[config.mk]
export PLATFORM = sky130hd
export DESIGN_NAME = adder_11_bits
export DESIGN_NICKNAME = d
export VERILOG_FILES = /design/src/rtl/alu_pkg.sv /design/src/rtl/adder_11_bits_full_adder.sv /design/src/rtl/adder_11_bits.sv
export SDC_FILE = /design/constraint.sdc
export NUM_CORES = 1
export LEC_CHECK = 0
export ABC_AREA = 1
export CORE_AREA = 2 2 39 41
export DETAILED_ROUTE_END_ITERATION = 16
export DIE_AREA = 0 0 41 43
export DONT_BUFFER_PORTS = 1
export GPL_ROUTABILITY_DRIVEN = 0
export HOLD_SLACK_MARGIN = 0.02
export PLACE_DENSITY_LB_ADDON = 0.05
export SLEW_MARGIN = 20
export SYNTH_ARGS = -nofsm -noshare
export SYNTH_HDL_FRONTEND = slang
export SYNTH_SLANG_ARGS = --single-unit
[constraint.sdc]
create_clock -name clk -period 5.05 [get_ports clk]
set_input_delay 1.01 -clock clk [delete_from_list [all_inputs] [get_ports clk]]
set_output_delay 1.01 -clock clk [all_outputs]
set_load 0.02 [all_outputs]
[src/rtl/alu_pkg.sv]
// Shared definitions for the 10-bit ALU and its 11-bit adder datapath core.
package alu_pkg;

    // Adder width: 10-bit ALU operands sign-extended by one bit so that
    // add/subtract results never overflow the adder.
    localparam int ALU_DATA_WIDTH = 10;
    localparam int ALU_ADD_WIDTH  = ALU_DATA_WIDTH + 1;

    // ALU operation codes.
    typedef enum logic [1:0] {
        ALU_OP_ADD = 2'b00,
        ALU_OP_SUB = 2'b01,
        ALU_OP_EQ  = 2'b10,
        ALU_OP_LT  = 2'b11
    } alu_op_e;

    // Operands as presented to the adder after ALU operand conditioning.
    typedef struct packed {
        logic [ALU_ADD_WIDTH-1:0] a;
        logic [ALU_ADD_WIDTH-1:0] b;
        logic                     cin;
    } alu_add_req_t;

    // Registered adder result.
    typedef struct packed {
        logic                     cout;
        logic [ALU_ADD_WIDTH-1:0] sum;
    } alu_add_rsp_t;

    // Sign-extend a 10-bit ALU operand to the adder width.
    function automatic logic [ALU_ADD_WIDTH-1:0] alu_sext(
        input logic [ALU_DATA_WIDTH-1:0] v
    );
        return {v[ALU_DATA_WIDTH-1], v};
    endfunction

    // Build the adder request for an op: subtract and compares invert b and
    // inject a carry so the adder computes a - b.
    function automatic alu_add_req_t alu_add_req(
        input alu_op_e                   op,
        input logic [ALU_DATA_WIDTH-1:0] a,
        input logic [ALU_DATA_WIDTH-1:0] b
    );
        alu_add_req_t r;
        r.a = alu_sext(a);
        if (op == ALU_OP_ADD) begin
            r.b   = alu_sext(b);
            r.cin = 1'b0;
        end else begin
            r.b   = ~alu_sext(b);
            r.cin = 1'b1;
        end
        return r;
    endfunction

endpackage

[src/rtl/adder_11_bits_full_adder.sv]
// Single-bit full adder cell; one cell per bit of the ripple chain.
module full_adder (
    input  logic a,
    input  logic b,
    input  logic cin,
    output logic s,
    output logic cout
);

    logic p;

    // Propagate term is shared between sum and carry.
    always_comb begin
        p    = a ^ b;
        s    = p ^ cin;
        cout = (a & b) | (cin & p);
    end

endmodule

[src/rtl/adder_11_bits.sv]
// Registered WIDTH-bit ripple-carry adder with carry-in and carry-out.
// Result {cout, sum} = a + b + cin appears one clock after the operands.
module adder_11_bits
    import alu_pkg::*;
#(
    parameter int WIDTH = ALU_ADD_WIDTH
) (
    input  logic             clk,
    input  logic             reset,
    input  logic [WIDTH-1:0] a,
    input  logic [WIDTH-1:0] b,
    input  logic             cin,
    output logic [WIDTH-1:0] sum,
    output logic             cout
);

    // carry[0] is the external carry-in; carry[WIDTH] leaves the top cell.
    logic [WIDTH:0]   carry;
    logic [WIDTH-1:0] s_comb;

    assign carry[0] = cin;

    genvar i;
    generate
        for (i = 0; i < WIDTH; i++) begin : g_fa
            full_adder u_fa (
                .a    (a[i]),
                .b    (b[i]),
                .cin  (carry[i]),
                .s    (s_comb[i]),
                .cout (carry[i+1])
            );
        end
    endgenerate

    // Output registers power up cleared so downstream simulation never sees X
    // before the first edge.
    logic [WIDTH-1:0] sum_q  = '0;
    logic             cout_q = 1'b0;
    logic [WIDTH-1:0] sum_d;
    logic             cout_d;

    // Next-state: capture the ripple result every cycle, no enable.
    always_comb begin
        sum_d  = s_comb;
        cout_d = carry[WIDTH];
    end

    // Result register with synchronous clear; reset drops any in-flight result.
    always_ff @(posedge clk) begin
        if (reset) begin
            sum_q  <= '0;
            cout_q <= 1'b0;
        end else begin
            sum_q  <= sum_d;
            cout_q <= cout_d;
        end
    end

    assign sum  = sum_q;
    assign cout = cout_q;

endmodule

==> results.tsv <==
stage	metric	value	unit
flow_run	Max Cap Viol	0	
route	met1 WL	248	µm
synth	post-synthesis sequential area ratio	41.6	%
timing	Slew HR	85.6	%
power	P_sw	0.0000627	W
timing	Tmin final	4.88	ns
synth	Yosys top cell area share	41.6	%
route	vias per cell	4.32	
layout	Non-Filler Instances	71	
floorplanning	FP Rows	14	
layout	ant diodes	0	
timing	Setup WS post-layout	0.172	ns
global_routing	initial antenna violation count	0	
global_routing	Tot GR Track Use	11.9	%
route	drt initial violations	3	
setup_path	slowest CP cell	fa_1	
clock_tree	clock buffer depth	2	
layout	register area	240	µm²
clock_tree	clk sinks	12	
global_routing	total global routing overflow	0	
global_routing	pin count of the biggest net entering global routing	13	
floorplanning	chip height	43	µm
route	DR top layer	met4	
route	WL met3	79	µm
timing	# setup viols final	0	
clock_tree	CTS tree	built	
layout	layout cells sized above 1	18.2	%
global_routing	first-pass GRT wire length	1350	µm
synth	EDFF count, synth	0	
clock_tree	CTS Buf Count	3	
placement	port buffer count	0	
synth	most common cell in the netlist	inv_1	
power	P per Cell Area	358	mW/mm²
power	Comb pwr share	13.2	%
route	met2 routed wirelength	506	µm
setup_path	crit path kind	input pin to flip-flop	
route	drt drc	0	
clock_tree	htree depth	1	
setup_path	Worst Path Arrival	5.08	ns
timing	RSZ-0062 raised after global routing	no	
synth	Syn. warnings	0	
setup_path	CP Launch Type	input pin	
floorplanning	die area	0.00176	mm²
synth	Synth Register Bits	12	
timing	final max-slew violation count	0	
power	Lkg Pwr	0.305	nW
synth	Synth area leader	dfxtp_1	
synth	Async S/R FF share, synth	0	%
worst_hold_path	min-delay src	reset	
synth	Mapped Area	577	µm²
synth	syn avg cell area	11.1	µm²
synth	library cells used by synthesis	5	
timing	final hold violations	0	
run_status	status	complete, no violations	
placement	dpl cells	67	
setup_path	Largest stage delay, worst path	0.43	ns
power	Sw Share	27.5	%
route	vias	307	
clock_tree	clk slew on worst S/H paths	0.07	ns
setup_path	Worst Setup End Kind	flip-flop	
synth	Syn Nets	88	
route	WL final	849	µm
clock_tree	Root Driver	clkbuf_4	
layout	fin nets	92	
timing	Fmax achieved	205	MHz
synth	commonest cells in the netlist	16 x inv_1, 12 x dfxtp_1, 12 x nor2_1	
floorplanning	IO Pins	37	
setup_path	CP dominant cell by count	fa_2	
floorplanning	core box area	0.00138	mm²
worst_hold_path	Hold Crit Depth	1	
clock_tree	post-CTS sizing	0	
synth	Post-Synthesis Cells	52	
timing	Worst Tran Pin Value	0.216	ns
worst_hold_path	Worst Hold Class	input pin to flip-flop	
setup_path	CP delay by family, top	adder cells	
global_routing	vias in the first global route	345	
synth	Synth area leaders	dfxtp_1 42%, fa_1 38%, inv_1 10%	
placement	worst slack at placement	-0.121	ns
route	Routed Antenna Nets	0	
power	sequential share of power	55.3	%
layout	multi-input logic area	280	µm²
setup_path	Crit path buffers/inverters	3	
setup_path	Worst EP required	5.25	ns
layout	fillcell total	137	
route	WL/cell	12.0	µm
synth	Top FF cell, synth	dfxtp_1	
floorplanning	Initial Util	41.7	%
route	drt pass-1 iters	4	
timing	Tcrit/Tclk final	96.6	%
power	worst vdd ir	0.120	mV
power	clock share of power	31.5	%
clock_tree	# hold bufs at CTS	0	
setup_path	crit path cell chain	fa_1 -> fa_2 -> fa_2 -> fa_2 -> fa_2 -> fa_2 -> fa_2 -> fa_1 -> inv_1 -> fa_1 -> inv_1 -> fa_1 -> inv_1 -> fa_1 -> nor2_1	
floorplanning	Die X	41	µm
layout	Area growth syn-to-layout	10.4	%
worst_hold_path	Hold Path Sink	sum[4]	
setup_path	Crit Path Max Fanout	1	
clock_tree	Post CTS Setup Buffer Count	0	
power	cell internal pwr	0.000165	W
placement	dpl hpwl	792	µm
area by class of cell:
class,count,share of cell area [%]
inverters,16,9.43
flip-flops and latches,12,37.7
well taps,16,3.14
clock buffers,4,5.70
multi-input cells,23,44.0
through the flow:
step           area (µm²)  TNS, ns  hold WS (ns)  power, W  utilization [%]
2_1_floorplan         592        0          1.08  0.000153                -
3_3_place_gp          601  -0.0763          1.08  0.000156             43.4
3_5_place_dp          601   -0.121          1.08  0.000160             43.4
4_1_cts               637        0         0.803  0.000232             46.0
5_1_grt               637        0         0.790  0.000244             46.0
6_report              637        0         0.810  0.000228             46.0
how the worst max path moves through the flow:
stage / from / end / cells past startpoint
6_report: a[0] / sum[10] / 15
5_1_grt: a[0] / sum[10] / 15
2_1_floorplan: a[0] / sum[10] / 15
4_1_cts: a[0] / sum[10] / 15
3_5_place_dp: a[0] / sum[10] / 15
3_3_place_gp: a[0] / sum[10] / 15
layout by cell type, fill, tap and decap left out, drive strengths merged:
master / n
clkbuf: 4
dfxtp: 12
fa: 11
inv: 16
nor2: 12
routing by layer:
metal | global-route usage (%) | up-vias
met4 | 8.00 | 0
met5 | 0 | -
met1 | 12.1 | 140
li1 | - | 146
met3 | 3.14 | 2
met2 | 19.7 | 19
sequential cells by signal, indices dropped and copies added, names as in the netlist:
signal	cells
sum	11
cout	1
cell families after synthesis:
family	count (synthesis)	synth area share [%]
flops	12	41.6
fa+ha+maj	11	38.2
buf+inv	17	12.4
simple gates	12	7.81
power by group through the flow:
stage               registers [W]  clock network, W  logic [W]
floorplan                0.000127                 0  0.0000263
global placement         0.000128                 0  0.0000278
detailed placement       0.000129                 0  0.0000310
CTS                      0.000126         0.0000742  0.0000310
global route             0.000128         0.0000796  0.0000374
finish                   0.000126         0.0000718  0.0000300
(Power assumes the default switching activity.)
